--- config.mk ---
export PLATFORM = sky130hd
export DESIGN_NAME = debounce_bank_flat
export DESIGN_NICKNAME = d
export VERILOG_FILES = /design/src/rtl/debounce_bank_if.sv /design/src/rtl/debounce_bank.sv /design/src/flat_wrapper.sv
export SDC_FILE = /design/constraint.sdc
export NUM_CORES = 1
export LEC_CHECK = 0
export ABC_CLOCK_PERIOD_IN_PS = 2500
export CAP_MARGIN = 20
export CORE_ASPECT_RATIO = 1.4
export CORE_UTILIZATION = 50
export CTS_BUF_LIST = sky130_fd_sc_hd__clkbuf_2
export DETAILED_ROUTE_END_ITERATION = 10
export PLACE_DENSITY = 0.75
export SLEW_MARGIN = 10
export SYNTH_ARGS = -nofsm -noshare
export SYNTH_HDL_FRONTEND = slang
export SYNTH_SLANG_ARGS = --single-unit
--- constraint.sdc ---
create_clock -name clk -period 2.5 [get_ports clk]
set_clock_uncertainty 0.2 [all_clocks]
set_input_delay 0.5 -clock clk [delete_from_list [all_inputs] [get_ports clk]]
set_output_delay 0.5 -clock clk [all_outputs]
set_load 0.1 [all_outputs]
--- src/rtl/debounce_bank_if.sv ---
`default_nettype none
// ============================================================================
// Module      : debounce_bank_if
// Description : Switch/debounce bundle between the raw switch source and the
//               debounce bank. The master drives the raw switches and
//               observes the debounced results; the slave is the bank.
//   sw        master->slave  WIDTH  raw, bouncing switch inputs
//   db_level  slave->master  WIDTH  debounced switch levels
//   db_tick   slave->master  WIDTH  one-cycle pulse per accepted rising edge
// Revision    : 1.0  initial release
// ============================================================================
interface debounce_bank_if #(
   parameter int WIDTH = 4
);
   logic [WIDTH-1:0] sw;
   logic [WIDTH-1:0] db_level;
   logic [WIDTH-1:0] db_tick;

   modport master (output sw, input db_level, input db_tick);
   modport slave  (input sw, output db_level, output db_tick);
endinterface
`default_nettype wire

--- src/rtl/debounce_bank.sv ---
`default_nettype none
// ============================================================================
// Module      : debounce_bank
// Description : Multi-bit switch debouncer. Every switch bit runs its own
//               four-state FSM (ZERO, WAIT1, ONE, WAIT0); a single shared
//               N-bit counter produces the sample tick that paces them all.
//               A change is accepted only after the input has held for
//               STABLE_TICKS consecutive ticks.
// Ports       :
//   clk            in   1      system clock, rising edge
//   reset          in   1      asynchronous, active-low reset
//   bus.sw         in   WIDTH  raw switch inputs
//   bus.db_level   out  WIDTH  debounced levels (Moore, from FSM state)
//   bus.db_tick    out  WIDTH  registered pulse on each accepted 0->1 edge
// Build option:
//   DEBOUNCE_SYNC_EN  defined  : 2-flop synchronizer per sw bit (+2 cycles)
//                     undefined: sw drives the FSMs directly; sw must
//                                already be synchronous to clk
// Revision    : 1.0  initial release
// ============================================================================
module debounce_bank #(
   parameter int WIDTH        = 4,
   parameter int N            = 19,
   parameter int STABLE_TICKS = 3
) (
   input  wire            clk,
   input  wire            reset,
   debounce_bank_if.slave bus
);

   // A counter of width clog2(1)=0 is not legal, so keep at least one bit.
   localparam int               CNT_W    = (STABLE_TICKS > 1) ? $clog2(STABLE_TICKS) : 1;
   localparam logic [CNT_W-1:0] CNT_LAST = CNT_W'(STABLE_TICKS - 1);

   typedef enum logic [1:0] {
      ST_ZERO  = 2'd0,
      ST_WAIT1 = 2'd1,
      ST_ONE   = 2'd2,
      ST_WAIT0 = 2'd3
   } state_t;

   // -------------------------------------------------------------------------
   // Shared sample-tick counter: m_tick is high one cycle in every 2^N.
   // -------------------------------------------------------------------------
   logic [N-1:0] q_q;
   logic         m_tick;

   always_ff @(posedge clk or negedge reset) begin
      if (!reset) begin
         q_q <= '0;
      end else begin
         q_q <= q_q + {{(N-1){1'b0}}, 1'b1};
      end
   end

   assign m_tick = &q_q;

   // -------------------------------------------------------------------------
   // Switch input path
   // -------------------------------------------------------------------------
   logic [WIDTH-1:0] sw_s;

`ifdef DEBOUNCE_SYNC_EN
   logic [WIDTH-1:0] sync1_q;
   logic [WIDTH-1:0] sync2_q;

   always_ff @(posedge clk or negedge reset) begin
      if (!reset) begin
         sync1_q <= '0;
         sync2_q <= '0;
      end else begin
         sync1_q <= bus.sw;
         sync2_q <= sync1_q;
      end
   end

   assign sw_s = sync2_q;
`else
   assign sw_s = bus.sw;
`endif

   // -------------------------------------------------------------------------
   // Per-bit debounce FSMs
   // -------------------------------------------------------------------------
   logic [WIDTH-1:0] level_vec;
   logic [WIDTH-1:0] tick_vec;

   generate
      for (genvar b = 0; b < WIDTH; b++) begin : g_bit
         state_t           state_q, state_d;
         logic [CNT_W-1:0] cnt_q, cnt_d;
         logic             tick_q, tick_d;

         always_ff @(posedge clk or negedge reset) begin
            if (!reset) begin
               state_q <= ST_ZERO;
               cnt_q   <= '0;
               tick_q  <= 1'b0;
            end else begin
               state_q <= state_d;
               cnt_q   <= cnt_d;
               tick_q  <= tick_d;
            end
         end

         // An input reversal is tested before m_tick so a bounce landing on
         // the final tick cancels the pending change instead of accepting it.
         always_comb begin
            state_d = state_q;
            cnt_d   = cnt_q;
            tick_d  = 1'b0;
            case (state_q)
               ST_ZERO: begin
                  if (sw_s[b]) begin
                     state_d = ST_WAIT1;
                     cnt_d   = '0;
                  end
               end
               ST_WAIT1: begin
                  if (!sw_s[b]) begin
                     state_d = ST_ZERO;
                  end else if (m_tick) begin
                     if (cnt_q == CNT_LAST) begin
                        state_d = ST_ONE;
                        tick_d  = 1'b1;   // only a WAIT1->ONE entry pulses
                     end else begin
                        cnt_d = cnt_q + 1'b1;
                     end
                  end
               end
               ST_ONE: begin
                  if (!sw_s[b]) begin
                     state_d = ST_WAIT0;
                     cnt_d   = '0;
                  end
               end
               ST_WAIT0: begin
                  if (sw_s[b]) begin
                     state_d = ST_ONE;
                  end else if (m_tick) begin
                     if (cnt_q == CNT_LAST) begin
                        state_d = ST_ZERO;
                     end else begin
                        cnt_d = cnt_q + 1'b1;
                     end
                  end
               end
               default: begin
                  state_d = ST_ZERO;
                  cnt_d   = '0;
               end
            endcase
         end

         assign level_vec[b] = (state_q == ST_ONE) || (state_q == ST_WAIT0);
         assign tick_vec[b]  = tick_q;
      end
   endgenerate

   assign bus.db_level = level_vec;
   assign bus.db_tick  = tick_vec;

endmodule
`default_nettype wire

--- src/flat_wrapper.sv ---
// flat-port wrapper written by rule: the top's interface ports become plain ports
module debounce_bank_flat 
#(
   parameter int WIDTH        = 4,
   parameter int N            = 19,
   parameter int STABLE_TICKS = 3
)
  (clk, reset, bus_sw, bus_db_level, bus_db_tick);
  debounce_bank_if #(.WIDTH(WIDTH)) bus_i ();
  input  wire clk;
  input  wire reset;
  input wire logic [$bits(bus_i.sw)-1:0] bus_sw;
  output wire logic [$bits(bus_i.db_level)-1:0] bus_db_level;
  output wire logic [$bits(bus_i.db_tick)-1:0] bus_db_tick;
  assign bus_i.sw = bus_sw;
  assign bus_db_level = bus_i.db_level;
  assign bus_db_tick = bus_i.db_tick;
  debounce_bank #(.WIDTH(WIDTH), .N(N), .STABLE_TICKS(STABLE_TICKS)) u_core (.clk(clk), .reset(reset), .bus(bus_i));
endmodule
==> summary.md <==
| Metric | Value |
|---|---|
| Cells after Synth | `between 150 and 200` |
| Net Sw Power | `~330 uW` |
| Yosys reg bits | `39` |
| First-pass GRT wire length | `5.90 mm` |
| Grt ovf | `0` |
| Final Max Slew Viols | `0` |
| Reg2reg setup slack | `140 ps` |
| Die area | `approximately 4000 um2` |
| Internal power | `between 700 and 800 uW` |
| Rows | `25` |
| GPL Wtd Cong | `~0.85` |
| RSZ-0062 raised after global routing | `no` |
| Number of vias per cell | `around 6.0` |
| Largest area contributor in the netlist | `dfrtp_1` |
| CP Max Fanout | `11` |
| CP Cell Sequence | `ha_1 > nand3_1 > or4_4 > or3_1 > o311ai_2` |
| Critical path depth | `5` |
| DR DRC count | `0` |
| Hpwl dp | `roughly 2.6 mm` |
| CP peak stage delay | `approximately 640 ps` |
| Seq pwr share | `61.8%` |
| R2R depth | `5` |
| Number of port buffers | `13` |
| Synthesis-to-finish area growth | `8.71%` |
| Crit path kind | `flip-flop to flip-flop` |
| Total GRT Usage | `between 20% and 30%` |
| Iteration-0 DRC Markers | `25` |
| FMAX | `between 400 and 500 MHz` |
| Clock-pin transition on the worst setup and hold timing paths | `~200 ps` |
| Post-route cell area | `a little over 2000 um2` |
| Total wire length | `around 3.5 mm` |
| Final hold vios | `0` |
| Reg2reg end | `u_core.g_bit[3].cnt_q[1]` |
| Endpoint class of the critical path | `flip-flop` |
| Ports | `14` |
| Switch share | `between 20% and 30%` |
| Core ar. | `around 3500 um2` |
| CP endpoint | `u_core.g_bit[3].cnt_q[1]` |
| Logic pwr share | `a little over an eighth` |
| Crit share post-route | `a little over nine tenths` |
| Fin util | `58.5%` |
| CP max stage cell | `or4_4` |
| Sequential cell area fraction in the yosys report | `52.2%` |
| Mapped Nets | `176` |
| Clk_lat worst skew | `just under 400 ps` |
| Max clock buf depth | `2` |
| CTS tree | `built` |
| Ranking of synthesized cells by area | `dfrtp_1, xnor2_1, xor2_1` |
| Setup crit start | `u_core.q_q[0]` |
| Crit-path leading delay family | `simple AND/OR/NAND/NOR gates` |
| Synth unique cells | `30` |
| Initial core utilization | `between 50% and 60%` |
| TNS Setup | `0 ps` |
| Root buffer cell | `clkbuf_2` |
| Worst EP required | `2600 ps` |
| Synth warn | `0` |
| Pin count of the biggest net entering global routing | `40` |
| Critical path arrival | `2460 ps` |
| First-pass DRT Iterations | `4` |
| Number of global-route vias before repair | `approximately 1300` |
| Height of the die | `74.3 um` |
| Sink Count | `39` |
| Post-DP Area | `~2000 um2` |
| Routed length per instance | `16.2 um` |
| Horiz. Die Dim | `about 54 um` |
| Hold Worst Slack | `263 ps` |
| Mapped Area | `around 1900 um2` |
| Initial antenna violation count | `0` |
| Leakage | `0.000905 uW` |
| NumNets Final | `roughly 190` |
| Final setup violation count | `0` |
| # H-tree levels | `2` |
| Routed vias | `between 1000 and 1500` |
| Clock power share | `24.9%` |
| Tmin final | `about 2400 ps` |
| Layout cells sized above 1 | `14.6%` |
| Diode count | `0` |
| Fin worst setup slack | `135 ps` |
| Worst r2r src | `u_core.q_q[0]` |
| Total of max-cap violations | `0` |
| Mapped Avg Cell Area | `roughly 11 um2` |
| Worst slew pin tran | `~850 ps` |
| Top cell type's share of synthesized area | `about 52%` |
| WP buf/inv | `0` |
| Pre-CTS setup slack | `~95 ps` |
| Post-CTS setup buffers | `0` |
| CTS Buf Count | `5` |
| Peak VDD IR | `approximately 0.42 mV` |
| DRT antenna net count | `0` |
| Status | `finished, final reports clean` |
| Hold WC Path Type | `flip-flop to flip-flop` |
| Worst setup SP type | `flip-flop` |
| Slew Limit Headroom | `43.5%` |
| PwrDens | `554 nW/um2` |
through the flow:
stage          total power, uW  std cells
6_report                  1130        218
5_1_grt                   1180        218
4_1_cts                   1130        218
3_5_place_dp               850        209
3_3_place_gp               830        209
2_1_floorplan              797        165
cells by family (layout without fill, tap and decap cells):
kind of cell	after synthesis	in the layout	synth area share, %
AOI/OAI and AO/OA	18	18	7.84
xor gates and xnor gates	21	21	9.85
adders and majority gates	5	5	3.35
buffers and inverters	15	28	4.22
DFF	39	39	52.2
muxes	4	4	2.41
and+or+nand+nor	63	63	20.1
layout make-up:
type,instances,area (um2)
inverters,5,18.8
clock inverters,2,12.5
multi-input cells,111,821
well taps,40,50.0
clock buffers,6,30.0
flip-flops and latches,39,976
repair buffers,15,123
fillers,283,1440
synthesized netlist by cell type:
cell type,count
nand2b_1,1
nor3_1,5
nor4_1,1
a31oi_1,4
mux2_2,4
o211ai_1,1
buf_6,1
xnor2_1,11
inv_1,5
nand2_1,10
o311ai_1,2
and4_1,1
o311ai_0,3
xor2_1,10
o311a_1,2
ha_1,5
nor3b_1,10
buf_4,4
nand3_1,9
dfrtp_1,39
a21oi_1,2
clkbuf_1,5
nand4_1,9
a221o_1,4
and3_1,6
nand4_4,1
or3_1,1
or4_4,1
nor2_1,7
nor4_2,1
worst reg2reg max path: stages, from the launching register on:
cell and delay, ps:
dfrtp_1 410, ha_1 200, nand3_1 160, or4_4 640, or3_1 420, o311ai_2 280
metal layers:
metal,GRT usage (%),share of wire (%)
met1,22.0,39
met2,36.2,56
met3,5.32,2.4
met4,10.5,2.4
met5,0,0
cells in the final DEF (no fill, tap or decap), drive strengths merged, types with 5 or more instances in the layout:
master,count
dfrtp,39
xnor2,11
xor2,10
nand2,10
nor3b,10
nand4,10
buf,10
nand3,9
nor2,7
and3,6
clkbuf,6
inv,5
nor3,5
ha,5
o311ai,5
power by group through the flow:
stage          combinational, uW  clock, uW  sequential, uW
2_1_floorplan                101          0             696
3_3_place_gp                 130          0             700
3_5_place_dp                 143          0             706
4_1_cts                      146        287             694
5_1_grt                      168        312             701
6_report                     150        281             695
what timing repair did:
item                                    CTS  global route
endpoints found under the hold margin     8             0
endpoints found under the setup margin    0             1
gates resized for setup                   0             2
hold buffers                              1             0
worst min-delay path by stage:
stage	startpoint	to	slack (ps)	cells past startpoint
after floorplan	reset	async pin	4	0
after global placement	u_core.q_q[0]	u_core.q_q[0]	230	1
after detailed placement	u_core.q_q[0]	u_core.q_q[0]	250	1
after CTS	u_core.q_q[0]	u_core.q_q[0]	270	1
after global routing	u_core.q_q[0]	u_core.q_q[0]	290	1
final	u_core.q_q[0]	u_core.q_q[0]	260	1
Power figures use the tool's default switching activity.
==> variant 1: new RTL, same settings <==
The option `DEBOUNCE_SYNC_EN` is turned on by a define.
--- a/src/rtl/debounce_bank.sv
+++ b/src/rtl/debounce_bank.sv
@@ -20,2 +20,4 @@
 // ============================================================================
+`define DEBOUNCE_SYNC_EN
+
 module debounce_bank #(
Check against the original RTL: same outputs for any inputs over 10 cycles, from zero or initial values and one cycle with reset low; that may be too few to reach the edited logic, so the function may still have changed.
==> variant 1 against the unedited design <==
- the run now ends with design-rule violations left
- cell area is 16% higher
- worst setup slack improved by 140 ps
- wire length is 5.3% higher
- count of clock-buffer cells in the layout unchanged
- critical path type unchanged
- sequential cell count up 8
- first-iteration DRC count rose to 2.6 times the old value
- area after synthesis up 17%
- worst hold slack worse by 110 ps
Power is not compared: it rests on default switching activity, and its combinational part moved more than twofold at a synthesized area within 25%.
==> variant 1: results (changes against the unedited design) <==
[global_routing]
grt_pass1_wl_um=6380  ; +8.1%
grt_max_degree=48  ; +20%
grt_use_total_pct=18.2  ; -2.4 points
grt_pass1_vias=1427  ; +5.9%
antenna_found_initial=0  ; unchanged

[routing]
via_count=1469  ; +12%
drt-vias-per-instance=5.78  ; -3.5%
drcViolationCount=2  ; +2
wl_per_cell_um=14.7  ; -9.6%
drt_iter0_drc=65  ; +160%
first_pass_iters=7  ; +3

[cells_and_area]
n_fill_cell=381  ; +35%
fin_nets=219  ; +16%
diodes=0  ; unchanged
drive_above_1_share_pct=11.5  ; -3.1 points
reg_top3=u_core.q_q: 19 flops, u_core.g_bit.cnt_q: 8 flops

[synth]
ys_seq_area_share_pct=53.6  ; +1.3 points
synthTopCellsByCount=dfrtp_1, nand3_1, xnor2_1
ys_types=28  ; -6.7%
yosysTopAreaCellShare_pct=53.6  ; +1.3 points
synth_warnings=0  ; unchanged
synthTopCellsByArea=dfrtp_1, xnor2_1, nand3_1
netlist_instances=198  ; +20%
syn_nets=209  ; +19%

[clocking]
htreeDepth=2  ; unchanged
clkTransAtPathRegs_ps=220  ; +20 ps
clk_latency_ps=410  ; +20 ps

[outcome]
violations=design-rule violations
status=finished with violations

[pwr]
ir_drop_mv=0.275
p_int_mw=0.853

[setup_path]
regToRegSetupSlack_ps=280  ; +140 ps
crit_fanout=13  ; +2
cp_slowest_cell=nor4_1
ff2ff_path_depth=5  ; unchanged
slowest_delay_ps=480  ; -160 ps
rr_startpoint=u_core.q_q[0]
cp_top_family=simple AND/OR/NAND/NOR gates
arrival_ps=2350  ; -110 ps

[hold_path]
whs_path_depth=0  ; -1
hold_end=u_core.sw_s[1]
min_from=u_core.sync1_q[1]

[timing]
whs_ps=153  ; -111 ps
max_slew.worst_pin.slew_ps=576  ; -271 ps

[placement]
place_area_um2=2300  ; +17%
placed_cells=245  ; +17%
hpwl_um=2500  ; -3.7%
port_buffers=13  ; unchanged
finalWeightedCongestion=0.819  ; -3.9%

[variant 1: cell families (layout without fill, tap and decap cells)]
kind of cell	Yosys count	count (layout)	share of synthesized area (%)
multiplexers	4	4	2.05
adder cells (fa/ha/maj)	5	5	2.85
XOR/XNOR	21	21	8.38
AO/OA/AOI/OAI	8	8	2.74
AND/OR/NAND/NOR	90	90	25.3
flip-flops	47	47	53.6
buffers and inverters	23	34	5.07
[variant 1: worst max-delay path by stage]
stage,cells past startpoint,from,end,slack [ps]
finish,5,u_core.q_q[0],flip-flop,280
global route,5,u_core.q_q[0],flip-flop,100
CTS,5,u_core.q_q[0],flip-flop,270
detailed placement,5,u_core.q_q[0],flip-flop,280
global placement,5,u_core.q_q[0],flip-flop,360
floorplan,6,u_core.q_q[0],flip-flop,550
[variant 1: per-layer routing]
metal / global-route usage [%] / vias up / wire, um / part of all wire, %
li1: - / 719 / - / -
met1: 21.9 / 733 / 1600 / 43
met2: 31.3 / 12 / 1980 / 53
met3: 3.86 / 5 / 84 / 2.3
met4: 7.38 / 0 / 61 / 1.6
met5: 0 / - / 0 / 0
[variant 1: final cells by class]
cell class	instances	share of cell area, %
sequential	47	50.1
multi-input combinational	128	38.6
timing repair buffer	17	5.86
tap	45	2.40
inverter	9	1.44
clock buffer	6	1.28
clock inverter	2	0.320
[variant 1: metrics by stage]
step                      utilization [%]  setup WS (ps)
after floorplan                         -            547
after global placement               54.7            359
after detailed placement             54.7            282
after CTS                            55.9            265
after global routing                 55.9           95.8
final                                55.9            280
[variant 1: power groups by stage]
| stage | Combinational, mW | Sequential (mW) | Clock (mW) |
|---|---|---|---|
| after floorplan | 0.0112 | 0.791 | 0 |
| after global placement | 0.0354 | 0.792 | 0 |
| after detailed placement | 0.0359 | 0.793 | 0 |
| after CTS | 0.0371 | 0.780 | 0.308 |
| after global routing | 0.0408 | 0.782 | 0.331 |
| final | 0.0357 | 0.780 | 0.292 |
==> variant 2: new RTL, same flow settings <==
Without the edit above. The 4 states of `state_t` get a one-hot encoding in 4 bits.
--- a/src/rtl/debounce_bank.sv
+++ b/src/rtl/debounce_bank.sv
@@ -34,7 +34,7 @@
 
-   typedef enum logic [1:0] {
-      ST_ZERO  = 2'd0,
-      ST_WAIT1 = 2'd1,
-      ST_ONE   = 2'd2,
-      ST_WAIT0 = 2'd3
+   typedef enum logic [3:0] {
+      ST_ZERO  = 4'b0001,
+      ST_WAIT1 = 4'b0010,
+      ST_ONE   = 4'b0100,
+      ST_WAIT0 = 4'b1000
    } state_t;
Check against the original RTL: no difference found for any inputs over 10 cycles, from zero or initial values and one cycle with reset low; not proved beyond that.
==> variant 2 against the unedited design <==
- cell area is 34% higher
- sequential share of layout area is 4.7 points lower
- wire length grew 25%
- sequential cell count increased by 8
- clock power is 43% higher
- critical path depth fell by 1
- total power grew 22%
- worst setup slack got worse by 3.1 ps
- area after synthesis up 31%
- maximum frequency fell by 0.13%
- critical path type is now flip-flop to output pin
- critical endpoint is now bus_db_level[0]
==> variant 2: results (changes against the unedited design) <==
[timing]
setup_viol=0  ; unchanged
whs_ps=286  ; +22.4 ps
worst_slack_ps=132  ; -3.12 ps
slew_headroom_pct=71.6  ; +28 points

[setup_path]
ff2ff_path_depth=7  ; +2
reg2reg_to=u_core.g_bit[0].state_q[2]
arrival_ps=1670  ; -790 ps
regToRegSetupSlack_ps=280  ; +140 ps
cp_slowest_cell=dfrtp_2
crit_fanout=7  ; -4
slowest_delay_ps=510  ; -130 ps

[global_routing]
grt.met2_usage_pct=31.8  ; -4.4 points
grtUsageMet1_pct=23.6  ; +1.6 points
grt_pass1_vias=1808  ; +34%
met3_usage_pct=3.70  ; -1.6 points
grt_max_degree=19  ; -53%
grt_pass1_wl_um=7540  ; +28%
grt_use_total_pct=19.4  ; -1.2 points

[outcome]
status=complete, no violations

[synth]
yosys_register_bits=47  ; +21%
ys_seq_area_share_pct=48.4  ; -3.9 points
netlist_instances=255  ; +55%
syn_nets=266  ; +51%
synthTopCellsByCount=dfrtp_1, nor2_1, nand3_1
ys_types=37  ; +23%
synthTopCellsByArea=dfrtp_1, xnor2_1, dfstp_2

[routing]
via_count=1887  ; +44%
dr_wl_met3_um=93  ; +8.1%
drt-vias-per-instance=5.68  ; -5.1%
met1_length_um=1910  ; +38%
wl_met2_um=2330  ; +18%
wirelength_um=4440  ; +25%

[cells_and_area]
syn2layout_area_growth_pct=11.7
seq_share_pct=43.4  ; -4.7 points
clockBufferCount=5  ; -1
signal_buffers=17  ; +2
buf_share_pct=6.88  ; +0.84 points
n_fill_cell=406  ; +43%
inv_count=10  ; +5
multi_input_cells=188  ; +69%
drive_above_1_share_pct=11.9  ; -2.8 points
ff_latch_area_um2=1180  ; +21%
clkCellAreaFrac_pct=2.34  ; +0.24 points

[pwr]
p_leak_nw=1.15  ; +27%
ir_drop_mv=0.350  ; -16%
swShare_pct=26.2  ; -3.5 points

[placement]
placed_cells=323  ; +55%
pre_cts_ws_ps=179  ; +84.2 ps
place_area_um2=2650  ; +34%
hpwl_um=3270  ; +26%
finalWeightedCongestion=0.910  ; +6.8%

[clocking]
clk_latency_ps=430  ; +40 ps
clkTransAtPathRegs_ps=230  ; +30 ps

[hold_path]
hold_class=primary input to async pin

-- variant 2: worst max-delay path by stage --
stage	startpoint	endpoint
after CTS	u_core.g_bit[0].state_q[3]	bus_db_level[0]
final	u_core.g_bit[0].state_q[3]	bus_db_level[0]
after floorplan	u_core.g_bit[3].state_q[3]	bus_db_level[3]
after global placement	bus_sw[0]	u_core.g_bit[0].cnt_q[1]
after global routing	u_core.g_bit[3].state_q[3]	bus_db_level[3]
after detailed placement	bus_sw[0]	u_core.g_bit[0].cnt_q[1]
-- variant 2: repair_timing --
item	in CTS	in global routing
resized for setup	0	4
hold buffers	1	0
endpoints found under the setup margin	0	2
endpoints found under the hold margin	13	0
-- variant 2: worst max-delay path: cells and delay by family (launching register included) --
kind	cells	cell delay (ps)
xor gates and xnor gates	1	300
buffers and inverters	1	190
DFF	1	510
and+or+nand+nor	2	240
-- variant 2: power by group through the flow --
stage | Clock, mW | Combinational (mW) | Sequential, mW
after global routing | 0.447 | 0.159 | 0.843
after detailed placement | 0 | 0.137 | 0.849
final | 0.403 | 0.138 | 0.838
after CTS | 0.418 | 0.139 | 0.836
after global placement | 0 | 0.136 | 0.850
after floorplan | 0 | 0.114 | 0.823
-- variant 2: cell families (layout without fill, tap and decap cells) --
| group | count (synthesis) | count (layout) | share of synthesized area (%) |
|---|---|---|---|
| buffers and inverters | 20 | 35 | 4.15 |
| adders and majority gates | 5 | 5 | 2.56 |
| AOI/OAI and AO/OA | 49 | 49 | 11.9 |
| xor gates and xnor gates | 24 | 24 | 8.61 |
| and+or+nand+nor | 110 | 110 | 24.4 |
| DFF | 47 | 47 | 48.4 |
